File: config.mk
export PLATFORM = sky130hd
export DESIGN_NAME = tribus_arbiter
export DESIGN_NICKNAME = d
export VERILOG_FILES = /design/src/rtl/tribus_arbiter.sv
export SDC_FILE = /design/constraint.sdc
export NUM_CORES = 1
export LEC_CHECK = 0
export ABC_AREA = 1
export CAP_MARGIN = 0
export CORE_AREA = 5 5 51 71
export DETAILED_ROUTE_END_ITERATION = 10
export DIE_AREA = 0 0 56 76
export PLACE_DENSITY = 0.77
export SLEW_MARGIN = 5
export SYNTH_ARGS = -nofsm -noshare
export SYNTH_HDL_FRONTEND = slang
export SYNTH_SLANG_ARGS = --single-unit
File: constraint.sdc
create_clock -name clk -period 2.25 [get_ports clk]
set_input_delay 0.45 -clock clk [delete_from_list [all_inputs] [get_ports clk]]
set_output_delay 0.45 -clock clk [all_outputs]
set_load 0.01 [all_outputs]
File: src/rtl/tribus_arbiter.sv
// Round-robin owner selection and enable sequencing for a shared tristate bus.
// At most one driver enable is high; owner changes are separated by all-off turnaround cycles.
module tribus_arbiter #(
  parameter int N         = 4,
  parameter int OWNER_W   = 2,
  parameter int TA_CYCLES = 1,
  parameter int MAX_HOLD  = 16
) (
  input  logic               clk,
  input  logic               rst_n,
  input  logic [N-1:0]       req,
  output logic [N-1:0]       gnt,
  output logic [N-1:0]       oe,
  output logic [OWNER_W-1:0] owner,
  output logic               busy
);

  // state      | meaning
  // IDLE       | no owner, all enables low, waiting for any request
  // GRANT      | one driver enabled, hold counter tracks tenure
  // TURNAROUND | all enables low for TA_CYCLES cycles, arbitrates in the last one
  typedef enum logic [1:0] {IDLE, GRANT, TURNAROUND} state_t;

  state_t             state_q, state_d;
  logic [N-1:0]       gnt_q, gnt_d;
  logic [OWNER_W-1:0] owner_q, owner_d;
  logic [OWNER_W-1:0] ptr_q, ptr_d;
  logic [7:0]         hold_q, hold_d;
  logic [3:0]         ta_q, ta_d;

  logic [2*N-1:0]     req_dbl;
  logic [N-1:0]       req_rot;
  logic [OWNER_W-1:0] win;
  logic               win_vld;
  logic               own_req, others_req, hold_tc, ta_last;
  logic [OWNER_W-1:0] ptr_after_owner;

  // Rotate so bit 0 is the requester at ptr; the first set bit is the winner.
  assign req_dbl = {req, req};
  assign req_rot = N'(req_dbl >> ptr_q);

  always_comb begin
    win     = '0;
    win_vld = 1'b0;
    for (int i = 0; i < N; i++) begin
      if (!win_vld && req_rot[i]) begin
        win_vld = 1'b1;
        win     = OWNER_W'((int'(ptr_q) + i) % N);
      end
    end
  end

  // gnt_q is one-hot at the owner while in GRANT.
  assign own_req         = |(req & gnt_q);
  assign others_req      = |(req & ~gnt_q);
  assign hold_tc         = (hold_q == 8'(MAX_HOLD));
  assign ta_last         = (ta_q == 4'd1);
  assign ptr_after_owner = (owner_q == OWNER_W'(N - 1)) ? '0 : owner_q + 1'b1;

  always_comb begin
    state_d = state_q;
    gnt_d   = gnt_q;
    owner_d = owner_q;
    ptr_d   = ptr_q;
    hold_d  = hold_q;
    ta_d    = ta_q;
    unique case (state_q)
      IDLE: begin
        if (win_vld) begin
          state_d = GRANT;
          gnt_d   = N'(1) << win;
          owner_d = win;
          hold_d  = 8'd1;
        end
      end
      GRANT: begin
        if (!own_req || (hold_tc && others_req)) begin
          state_d = TURNAROUND;
          gnt_d   = '0;
          ptr_d   = ptr_after_owner;
          ta_d    = 4'(TA_CYCLES);
        end else if (hold_tc) begin
          hold_d = 8'd1;
        end else begin
          hold_d = hold_q + 8'd1;
        end
      end
      TURNAROUND: begin
        if (ta_last) begin
          ta_d = 4'd0;
          if (win_vld) begin
            state_d = GRANT;
            gnt_d   = N'(1) << win;
            owner_d = win;
            hold_d  = 8'd1;
          end else begin
            state_d = IDLE;
          end
        end else begin
          ta_d = ta_q - 4'd1;
        end
      end
      default: begin
        state_d = IDLE;
        gnt_d   = '0;
      end
    endcase
  end

  always_ff @(posedge clk or negedge rst_n) begin
    if (!rst_n) begin
      state_q <= IDLE;
      gnt_q   <= '0;
      owner_q <= '0;
      ptr_q   <= '0;
      hold_q  <= '0;
      ta_q    <= '0;
    end else begin
      state_q <= state_d;
      gnt_q   <= gnt_d;
      owner_q <= owner_d;
      ptr_q   <= ptr_d;
      hold_q  <= hold_d;
      ta_q    <= ta_d;
    end
  end

  assign gnt   = gnt_q;
  assign oe    = gnt_q;
  assign owner = owner_q;
  assign busy  = (state_q != IDLE);

endmodule

==> flow_summary.yaml <==
yosys:
  ys_ff_latch: 22
  ys_types: 26
  synth-simple-area-share_pct: 37.47
  syn_avg_cell_area_um2: 6.977
  synthAdderAreaFrac_pct: 4.003
  synthMuxAreaShare_pct: 0
  yosys.area.top_type: "dfrtp_1"
  synth_compound_area_share_pct: 9.127
  syn-num-nets: 235
  synth_cells: 224
  synthArstFlopShare_pct: 100.0
  synth_xor_area_share_pct: 2.802
  ys_warn_count: 0
  netlist_area_um2: 1563
  synth_top_family_by_area: "simple AND/OR/NAND/NOR gates"
  synth_area_leaders: "dfrtp_1 (35%), nand2_1 (15%), nand3_1 (8.0%)"
  synth_top_area_share_pct: 35.23
  synth_flop_cell: "dfrtp_1"
  synth_edf_count: 0
  seq_area_frac_synth_pct: 35.23
final_layout:
  final_cells: 277
  drive_above_1_share_pct: 10.08
  area_delta_synth_final_pct: 13.53
  final_nets: 251
  fin_area_um2: 1774
  antennaDiodeCount: 0
  n_fill_cell: 280
  fin_util_pct: 59.68
placement:
  port_buffers: 16
  gp_congestion: 0.8768
  dp_cells: 274
  place_area_um2: 1733
  dpl.hpwl_mm: 2.537
grt:
  grt_max_degree: 23
  grt_usage_pct: 16.35
  overflow: 0
  grt_pass1_vias: 1385
  grt_pass1_wl_mm: 5.768
  grt_antenna_before_repair: 0
setup_path:
  critPathCaptureType: "register"
  cpMaxStageDelayCell: "clkdlybuf4s50_1"
  path_buf_inv: 3
  cp.required_ns: 2.44
  worstSetupStartpointType: "primary input"
  path_cells: "clkdlybuf4s50_1 -> inv_1 -> nand2_1 -> nand3_2 -> nand2_2 -> inv_2 -> nand2_2 -> nor2_4 -> nand2_2 -> nand2_4 -> nand2_4 -> nand2_1 -> o21ai_2"
  crit_path_max_incr_delay_ns: 0.55
  cp_max_fo: 15
  crit_family: "simple AND/OR/NAND/NOR gates"
  path_class: "in -> reg"
  worst_ep_arrival_time_ns: 2.05
  cpMostUsedCell: "nand2_2"
clock_tree:
  numCtsBuffers: 3
  clockRootBuffer: "clkbuf_8"
  insertion_delay_ns: 0.26
  cts.repair.resized: 0
  cts_sinks: 22
  clk_path_buf_depth: 2
  cts_setup_buffers: 0
  h-tree-depth: 1
  cts_hold_buf: 0
  cts_tree: "done"
  clkTransAtPathRegs_ns: 0.07
routing:
  finalWirelength_mm: 3.235
  wl_met1_mm: 1.337
  drtAntennaViolNets: 0
  route.met3.wl_um: 86
  highest_layer: "met4"
  wl_per_cell_um: 11.68
  num_vias: 1397
  wl_met2_mm: 1.723
  drcViolationCount: 0
  dr.first_iter.drc_count: 44
  first_pass_iters: 5
  viasPerCell: 5.043
sta:
  finalMaxSlewViolations: 0
  max_freq_ghz: 0.5361
  period_needed_ns: 1.865
  finalSetupTns_ns: 0
  finalCritPeriodShare_pct: 82.90
  grt_setup_unrepaired: "no"
  hold_viol: 0
  tightestPinTransition_ns: 0.4165
  slew_headroom_pct: 71.94
  finalSetupViolCount: 0
  fin_skew_ns: 0.001859
die:
  die_x_um: 56
  die-height_um: 76
  dieArea_um2: 4256
  core_um2: 2973
  row_count: 24
  start_util_pct: 52.57
  num_io_pins: 17
power:
  peakVddDrop_mv: 0.6911
  p_leak_nw: 0.8904
  p_per_area_nw_per_um2: 1337
hold_path:
  hold_path.class: "in -> async"
job:
  maxCapViolCount: 0
outcome:
  status: "complete, no violations"
[cell usage after synthesis, types with 3 or more instances]
cell type	number
nor2_1	22
nand2_1	64
xor2_1	3
nand3_1	25
nand4_1	7
ha_1	5
inv_2	3
o21ai_2	7
nand2_2	5
inv_1	30
o21ai_0	8
dfrtp_1	22
a21oi_1	3
buf_4	5
[final timing paths]
check	cells after the start	slack (ns)	end	from
max in group asynchronous	2	1.50	owner[1]$_DFFE_PN0P_	rst_n
min in group clk	1	0.53	ptr_q[0]$_DFFE_PN0P_	owner[0]$_DFFE_PN0P_
setup reg to reg	9	0.47	gnt[0]$_DFFE_PN0P_	hold_q[0]$_DFFE_PN0P_
setup / recovery	13	0.38	hold_q[4]$_DFFE_PN0P_	req[2]
hold / removal	2	0.53	gnt[3]$_DFFE_PN0P_	rst_n
hold reg to reg	1	0.53	ptr_q[0]$_DFFE_PN0P_	owner[0]$_DFFE_PN0P_
[flip-flops by register name, summed over array words and instances, names as in the netlist]
signal	cells
hold_q	8
gnt	4
ta_q	4
owner	2
ptr_q	2
state_q	2
[cells in the final DEF, fill, tap and decap left out, drive strengths merged]
cell	netlist	routed
nand2	71	71
inv	33	33
nand3	26	26
nor2	23	23
dfrtp	22	22
clkdlybuf4s50	0	16
o21ai	15	15
nand4	7	7
ha	5	5
xor2	3	3
a21oi	3	3
clkbuf	0	3
o22ai	2	2
xnor2	2	2
buf	7	2
nor3	1	1
nor4	1	1
nor3b	1	1
o31ai	1	1
a31oi	1	1
[power by group]
group	internal [mW]	switching (mW)
combinational	0.528	0.953
clock	0.119	0.115
sequential	0.534	0.122
total	1.18	1.19
[layout make-up]
type,count,area [um^2],area share [%]
well taps,39,48.80,2.750
multi-input cells,162,834.6,47.04
repair buffers,18,175.2,9.873
flip-flops and latches,22,550.5,31.03
inverters,33,123.9,6.982
clock buffers,3,41.29,2.327
[cells by family (layout without fill, tap and decap cells)]
logic type | count (synthesis) | after routing
AO/OA/AOI/OAI | 22 | 22
flip-flops | 22 | 22
adder cells (fa/ha/maj) | 5 | 5
buffers and inverters | 40 | 54
AND/OR/NAND/NOR | 130 | 130
XOR/XNOR | 5 | 5
[through the flow]
| step | power [mW] | setup slack [ns] | hold WS [ns] |
|---|---|---|---|
| floorplan | 1.815 | 0.6731 | 0.1544 |
| CTS | 2.397 | 0.3664 | 0.5408 |
| detailed placement | 2.157 | 0.1271 | 0.5296 |
| global route | 2.643 | 0.2339 | 0.5668 |
| finish | 2.371 | 0.3847 | 0.5283 |
| global placement | 2.139 | 0.1432 | 0.5299 |
[worst reg2reg max path, stage by stage, from the launching register on]
cell     delay, ns
dfrtp_1       0.42
inv_1         0.10
ha_1          0.16
nand4_1       0.13
nor2_1        0.18
o21ai_0       0.14
nand3_1       0.20
nand3_1       0.20
nand2_1       0.10
nand2_1       0.05
[metal layers]
layer	track usage, %	vias to the layer above
met3	3.051	11
li1	-	742
met4	7.126	0
met1	18.22	624
met2	29.51	20
met5	0	-
No activity file was read; power rests on OpenSTA's default activity.
